**src/rtl/rvx_gpio_input_conditioner.sv**
```systemverilog
// GPIO pad input conditioner: 2-FF synchronizer, per-pin debounce filter,
// edge capture into W1C pending bits with a level interrupt, and a 5-bit register bus.
module rvx_gpio_input_conditioner #(
    parameter int unsigned GPIO_WIDTH = 1
) (
    input  logic                  clock,
    input  logic                  reset_n,
    input  logic [4:0]            rw_address,
    output logic [31:0]           read_data,
    input  logic                  read_request,
    output logic                  read_response,
    input  logic [31:0]           write_data,
    input  logic [3:0]            write_strobe,
    input  logic                  write_request,
    output logic                  write_response,
    input  logic [GPIO_WIDTH-1:0] gpio_pad_input,
    output logic [GPIO_WIDTH-1:0] gpio_input,
    output logic                  irq
);

    localparam logic [4:0] AddrDebounce = 5'h00;
    localparam logic [4:0] AddrRiseEn   = 5'h04;
    localparam logic [4:0] AddrFallEn   = 5'h08;
    localparam logic [4:0] AddrPending  = 5'h0C;
    localparam logic [4:0] AddrState    = 5'h10;

    logic [GPIO_WIDTH-1:0] sync1_q, sync2_q;
    logic [GPIO_WIDTH-1:0] gpio_input_q, gpio_input_d;
    logic [15:0]           cnt_q [GPIO_WIDTH];
    logic [15:0]           cnt_d [GPIO_WIDTH];
    logic [GPIO_WIDTH-1:0] update;

    logic [15:0]           debounce_q, debounce_d;
    logic [GPIO_WIDTH-1:0] rise_en_q, rise_en_d;
    logic [GPIO_WIDTH-1:0] fall_en_q, fall_en_d;
    logic [GPIO_WIDTH-1:0] pending_q, pending_d;
    logic [GPIO_WIDTH-1:0] pending_set, pending_clr;

    logic [31:0]           read_data_q, read_data_d;
    logic [31:0]           read_mux;
    logic                  read_response_q, write_response_q;
    logic                  write_ok;
    logic                  unused_write_data;

    // Only full-word, half-word-low and byte-low writes land; others are acknowledged only.
    assign write_ok = write_request &&
                      (write_strobe == 4'b1111 || write_strobe == 4'b0011 ||
                       write_strobe == 4'b0001);

    assign unused_write_data = ^write_data;

    always_comb begin
        debounce_d  = debounce_q;
        rise_en_d   = rise_en_q;
        fall_en_d   = fall_en_q;
        pending_clr = '0;
        if (write_ok) begin
            case (rw_address)
                AddrDebounce: debounce_d  = write_data[15:0];
                AddrRiseEn:   rise_en_d   = write_data[GPIO_WIDTH-1:0];
                AddrFallEn:   fall_en_d   = write_data[GPIO_WIDTH-1:0];
                AddrPending:  pending_clr = write_data[GPIO_WIDTH-1:0];
                default:      ;
            endcase
        end
    end

    // The counter compares against the live DEBOUNCE value, so lowering N can
    // release a pin that has already counted past the new threshold.
    always_comb begin
        gpio_input_d = gpio_input_q;
        update       = '0;
        for (int i = 0; i < int'(GPIO_WIDTH); i++) begin
            cnt_d[i] = cnt_q[i];
            if (sync2_q[i] == gpio_input_q[i]) begin
                cnt_d[i] = '0;
            end else if (cnt_q[i] >= debounce_q) begin
                gpio_input_d[i] = sync2_q[i];
                cnt_d[i]        = '0;
                update[i]       = 1'b1;
            end else begin
                cnt_d[i] = cnt_q[i] + 16'd1;
            end
        end
    end

    // A set on the same edge as a W1C clear wins.
    always_comb begin
        pending_set = update & ((gpio_input_d & rise_en_q) | (~gpio_input_d & fall_en_q));
        pending_d   = (pending_q & ~pending_clr) | pending_set;
    end

    always_comb begin
        read_mux = '0;
        case (rw_address)
            AddrDebounce: read_mux[15:0]           = debounce_q;
            AddrRiseEn:   read_mux[GPIO_WIDTH-1:0] = rise_en_q;
            AddrFallEn:   read_mux[GPIO_WIDTH-1:0] = fall_en_q;
            AddrPending:  read_mux[GPIO_WIDTH-1:0] = pending_q;
            AddrState:    read_mux[GPIO_WIDTH-1:0] = gpio_input_q;
            default:      read_mux                 = '0;
        endcase
        read_data_d = read_request ? read_mux : read_data_q;
    end

    always_ff @(posedge clock) begin
        if (!reset_n) begin
            sync1_q          <= '0;
            sync2_q          <= '0;
            gpio_input_q     <= '0;
            debounce_q       <= '0;
            rise_en_q        <= '0;
            fall_en_q        <= '0;
            pending_q        <= '0;
            read_data_q      <= '0;
            read_response_q  <= 1'b0;
            write_response_q <= 1'b0;
            for (int i = 0; i < int'(GPIO_WIDTH); i++) begin
                cnt_q[i] <= '0;
            end
        end else begin
            sync1_q          <= gpio_pad_input;
            sync2_q          <= sync1_q;
            gpio_input_q     <= gpio_input_d;
            debounce_q       <= debounce_d;
            rise_en_q        <= rise_en_d;
            fall_en_q        <= fall_en_d;
            pending_q        <= pending_d;
            read_data_q      <= read_data_d;
            read_response_q  <= read_request;
            write_response_q <= write_request;
            for (int i = 0; i < int'(GPIO_WIDTH); i++) begin
                cnt_q[i] <= cnt_d[i];
            end
        end
    end

    assign gpio_input     = gpio_input_q;
    assign irq            = |pending_q;
    assign read_data      = read_data_q;
    assign read_response  = read_response_q;
    assign write_response = write_response_q;

endmodule

```
**config.mk**
```make
export PLATFORM = sky130hd
export DESIGN_NAME = rvx_gpio_input_conditioner
export DESIGN_NICKNAME = d
export VERILOG_FILES = /design/src/rtl/rvx_gpio_input_conditioner.sv
export SDC_FILE = /design/constraint.sdc
export NUM_CORES = 1
export LEC_CHECK = 0
export ABC_AREA = 0
export BUFFER_PORTS_ARGS = -buffer_cell sky130_fd_sc_hd__clkbuf_2
export CORE_MARGIN = 1.5
export CORE_UTILIZATION = 47
export DETAILED_ROUTE_END_ITERATION = 7
export GPL_TIMING_DRIVEN = 0
export MAX_ROUTING_LAYER = met4
export PLACE_DENSITY = 0.79
export SETUP_SLACK_MARGIN = 0.4
export SKIP_CTS_REPAIR_TIMING = 1
export SYNTH_ARGS = -nofsm -noshare
export SYNTH_HDL_FRONTEND = slang
export SYNTH_SLANG_ARGS = --single-unit
```
**constraint.sdc**
```tcl
create_clock -name clock -period 1.9 [get_ports clock]
set_input_delay 0.095 -clock clock [delete_from_list [all_inputs] [get_ports clock]]
set_output_delay 0.095 -clock clock [all_outputs]
set_load 0.03 [all_outputs]
```
* Yosys cells after proc, flatten, opt, wreduce, memory -nomap -nowiden
Memory sizes are Yosys's and may differ from the RTL's.
Index checks and enable logic that the tools add are counted.
** Storage, ports and cells
- Bits in registers :: 40
- Bits in writable memories :: 16
- Output and inout port bits :: 36
- Memories :: 1
** Memories
- cnt_q :: words 1, bits a word 16, rd ports 1, clocked after Yosys merged registers in 0, write ports 1, RTL line 29 : logic [15:0] cnt_q [GPIO_WIDTH];
** Operators by class
- Add/subtract/negate cells :: 1
- Magnitude comparators :: 1
- Eq/ne operators :: 8
- Multiplexer cells :: 14
- Bitwise gates (word level) :: 8
- Reductions and logical operators :: 8
** Operators by type and width (number)
- $mux W16 :: 3
- $add A16 B1 Y16 const B :: 1
- $ge A16 B16 Y1 :: 1
- $reduce_or A16 Y1 :: 1
- $mux W15 :: 1
- $eq A5 B4 Y1 const B :: 2
- $mux W1 :: 9
- $reduce_and A2 Y1 :: 3
- $eq A5 B3 Y1 const B :: 1
- $eq A5 B5 Y1 const B :: 1
- $logic_not A5 Y1 :: 1
- $pmux W1 S5 :: 1
- $and A1 B1 Y1 :: 4
- $eq A4 B1 Y1 const B :: 1
- $eq A4 B2 Y1 const B :: 1
- $eq A4 B4 Y1 const B :: 1
- $logic_or A1 B1 Y1 :: 2
- $not A1 Y1 :: 2
- $or A1 B1 Y1 :: 2
- $eq A1 B1 Y1 :: 1
- $logic_and A1 B1 Y1 :: 1

* Longest topological paths before layout
An unclocked memory read counts as a cell.
- Depth after elaboration :: 9
- Depth in mapped cells :: 8

* Least setup slack after synthesis
No wires, ideal clock.
- Path kind :: register to register
- Start point :: reg debounce_q[15]
- End point :: mem cnt_q[0][1]
- Setup time :: 0.116 ns
- Data arrival time :: 1.795 ns
- Required time :: 1.784 ns
- Path slack :: -0.011 ns
- Cell stages (with the launch flop) :: 8
- Path through :: dfxtp_1 -> inv_1 -> ha_1 -> nand4_1 -> nor2_1 -> or4b_4 -> and3_4 -> and3_1
** On the way
- Word-level cells in the longest chain between the ends :: 4
** Ends and longest elaborated chain
- start: declaration :: RTL line 33 : logic [15:0] debounce_q, debounce_d;
- start signal: assignment :: RTL line 125 : debounce_q <= debounce_d;
- $ge A16 B16 Y1 :: RTL line 77 : end else if (cnt_q[i] >= debounce_q) begin
- $mux W16 :: RTL line 77
- $mux W16 :: RTL line 75 : if (sync2_q[i] == gpio_input_q[i]) begin
- $mux W16 (no line)
- end: declaration :: RTL line 29
Every way passes these cells.

* Final worst setup path
- Start point :: reg debounce_q[14]
- End point :: mem cnt_q[0][1]
The elaborated chain is that of the path after synthesis.

==> flow_summary.ini <==
[finish]
areaGrowthSynthToFinish_pct = 24.33
fin_nets = 470
n_antenna_cell = 0
stdcell_area_um2 = 3523
fillers = 514
drive_gt1_share_pct = 27.21

[detailed_routing]
top_layer = met4
wl_met2_um = 2922
vias = 2318
wl_met3_um = 199
ant_nets = 0
wl_per_cell_um = 12.65
drt_pass1_iterations = 4
viasPerCell = 4.799
drc_errors = 0
drtIter0Drc = 85
wl_met1_um = 2877
wirelength_um = 6112

[power_and_ir_drop]
power.density_nw_per_um2 = 649.7
ir_worst_vdd_mv = 0.4304
cellLeakagePower_nw = 1.433

[global_routing]
gr-total-overflow = 0
antenna_found_initial = 0
grt_util_all_layers_pct = 19.42
grt_max_degree = 19
grt_first_pass_wirelength_um = 9535
grt_pass1_vias = 2077

[logic_synthesis]
synth_fa_ha_area_share_pct = 7.506
yosysTopAreaCellShare_pct = 39.56
ys_seq_area_share_pct = 39.56
synth-xor-area-share_pct = 4.327
synth_compound_area_share_pct = 12.58
synth_top_family_by_area = simple AND/OR/NAND/NOR gates
avgSynthCellArea_um2 = 8.720
syn_inst = 325
ys_warn_count = 0
synthesis.area_um2 = 2834
synth-seq-cells = 56
synthSimpleGateAreaFrac_pct = 25.39
synth.area.mux_share_pct = 1.766
yosys-top-cells-area = dfxtp_1, ha_1, nor2b_1
ys_types = 42
yosys.area.top_type = dfxtp_1

[timing]
fin_hold_ws_ps = -8.281
slew_headroom_pct = 66.43
fin_crit_sh_pct = 105.0
hold_viol = 1
worstMarginPinSlew_ps = 499.7
fin_crit_ps = 1996
skew_ps = 10.00
rsz0062_at_grt = true
max_freq_ghz = 0.5011
timing.final.ws_setup_ps = -95.80
setup_viol = 16
drv_slew = 0

[clocking]
htreeDepth = 2
clock_sinks = 56
cts_tree = done
path_clk_slew_ps = 100
clock_path_buffers = 2
root_buffer = clkbuf_8
clk-insertion-delay-late_ps = 320
numCtsBuffers = 5

[die]
start_util_pct = 48.15
coreArea_um2 = 5886
rows = 28
io_pins = 82
die_area_um2 = 6504
die_w_um = 80.65
die_h_um = 80.65

[critical_path]
crit_type = reg2reg
reg2regPathDepth = 7
crit_path_max_fanout = 3
start_kind = flop
critPathRequiredTime_ps = 2110
regToRegEndpoint = cnt_q[0][1]
cp.arrival_ps = 2210
end_kind = flop
r2r_slack_ps = -100
worstReg2RegStart = debounce_q[14]

[min_path]
whs_path_depth = 3
hold_path_end = debounce_q[9]
min_from = write_data[9]
hp-class = in2reg

[flow_run]
cap_violations = 0

[placed_design]
port_buffers = 48
dp_hpwl_um = 4449
dpl_cell_area_um2 = 3244
gp_congestion = 0.8236

[run_status]
status = finished, violations left
violations = negative hold slack, negative setup slack
layer usage:
| metal | GRT usage, % | vias to the layer above |
|---|---|---|
| li1 | - | 1210 |
| met1 | 24.91 | 1053 |
| met2 | 30.92 | 45 |
| met3 | 3.068 | 10 |
| met4 | 7.069 | 0 |
| met5 | - | - |
cells in the final DEF, fill, tap and decap left out, types with 3 or more instances in the layout:
cell type       n
dfxtp_2         8
inv_1          14
a21o_1          3
and2_1          4
nand2_1        42
nand3_1         9
dlygate4sd3_1   4
nor3_1          3
ha_4            3
mux2i_1         5
nand4_1         6
xnor2_1         3
o21ai_0         3
conb_1         16
xor2_1         11
clkbuf_1        7
inv_2           3
clkbuf_8        5
a21oi_1        19
nor2b_1        34
nor2_2          3
buf_4          24
dfxtp_1        48
ha_1           14
a21boi_0       17
nor2_1         20
clkbuf_2       49
logic make-up (layout without fill, tap and decap cells):
logic type	after synthesis	count (layout)
compound gates	51	51
buf+inv	45	113
fa+ha+maj	17	17
xor+xnor	14	14
flops	56	56
simple gates	136	136
mux	5	5
other cells	1	16
layout make-up:
type	instances	area, um^2	share of cell area (%)
clock buffer	5	68.82	1.953
sequential	56	1131	32.10
clock inverter	3	68.82	1.953
tap	75	93.84	2.663
inverter	17	63.81	1.811
timing repair buffer	60	340.3	9.659
buffer	28	183.9	5.220
multi-input combinational	239	1573	44.64
cell usage after synthesis:
library cell / n
a21oi_1: 19
nor3_2: 1
a21o_1: 3
inv_1: 17
clkbuf_1: 7
dfxtp_1: 56
mux2i_1: 5
nor2b_1: 34
o21ai_0: 3
nand4_4: 1
or2_2: 1
buf_4: 16
nand4_1: 6
or4b_4: 1
nor3_4: 1
buf_6: 2
conb_1: 1
nand3_1: 9
o2111ai_1: 1
a2111oi_0: 1
o2111ai_2: 1
xnor2_1: 3
and2_1: 4
clkbuf_2: 1
and4_1: 1
or3_1: 1
a21boi_0: 17
nand2b_1: 2
nand2_1: 42
o21ai_1: 1
nor2_1: 23
and3_1: 3
a22o_1: 1
nor3b_1: 2
nor3_1: 3
a2111oi_4: 1
ha_1: 17
buf_2: 2
o21a_1: 2
and3_4: 1
xor2_1: 11
o211ai_1: 1
worst max path at each step:
stage | startpoint | to | cells after the start
detailed placement | debounce_q[12] | cnt_q[0][14] | 8
finish | debounce_q[14] | cnt_q[0][1] | 7
CTS | debounce_q[12] | cnt_q[0][2] | 8
global placement | debounce_q[12] | cnt_q[0][12] | 8
global route | debounce_q[14] | cnt_q[0][1] | 7
floorplan | debounce_q[13] | cnt_q[0][1] | 7
stage by stage:
step	instances	worst slack [ps]	power, mW	TNS [ps]	util (%)
2_1_floorplan	340	115.6	1.323	0	-
3_3_place_gp	463	-60.59	1.376	-642.5	55.12
3_5_place_dp	463	-75.89	1.378	-796.7	55.12
4_1_cts	471	-128.2	2.294	-1395	57.46
5_1_grt	483	-155.1	2.360	-1982	59.86
6_report	483	-95.80	2.289	-864.3	59.86
worst max-delay path, cell delays in order (launching register included):
cell     delay, ps
dfxtp_2        350
inv_1           90
ha_4           280
nand4_1        140
nor2_1         180
or4b_4         500
and3_4         200
and3_4         140
power breakdown:
group	switching, mW	internal [mW]	total [mW]
Clock	0.400	0.531	0.930
Combinational	0.103	0.0744	0.178
Sequential	0.00270	1.18	1.18
Total	0.506	1.78	2.29
Note: power is estimated with default switching activity, not from simulation.
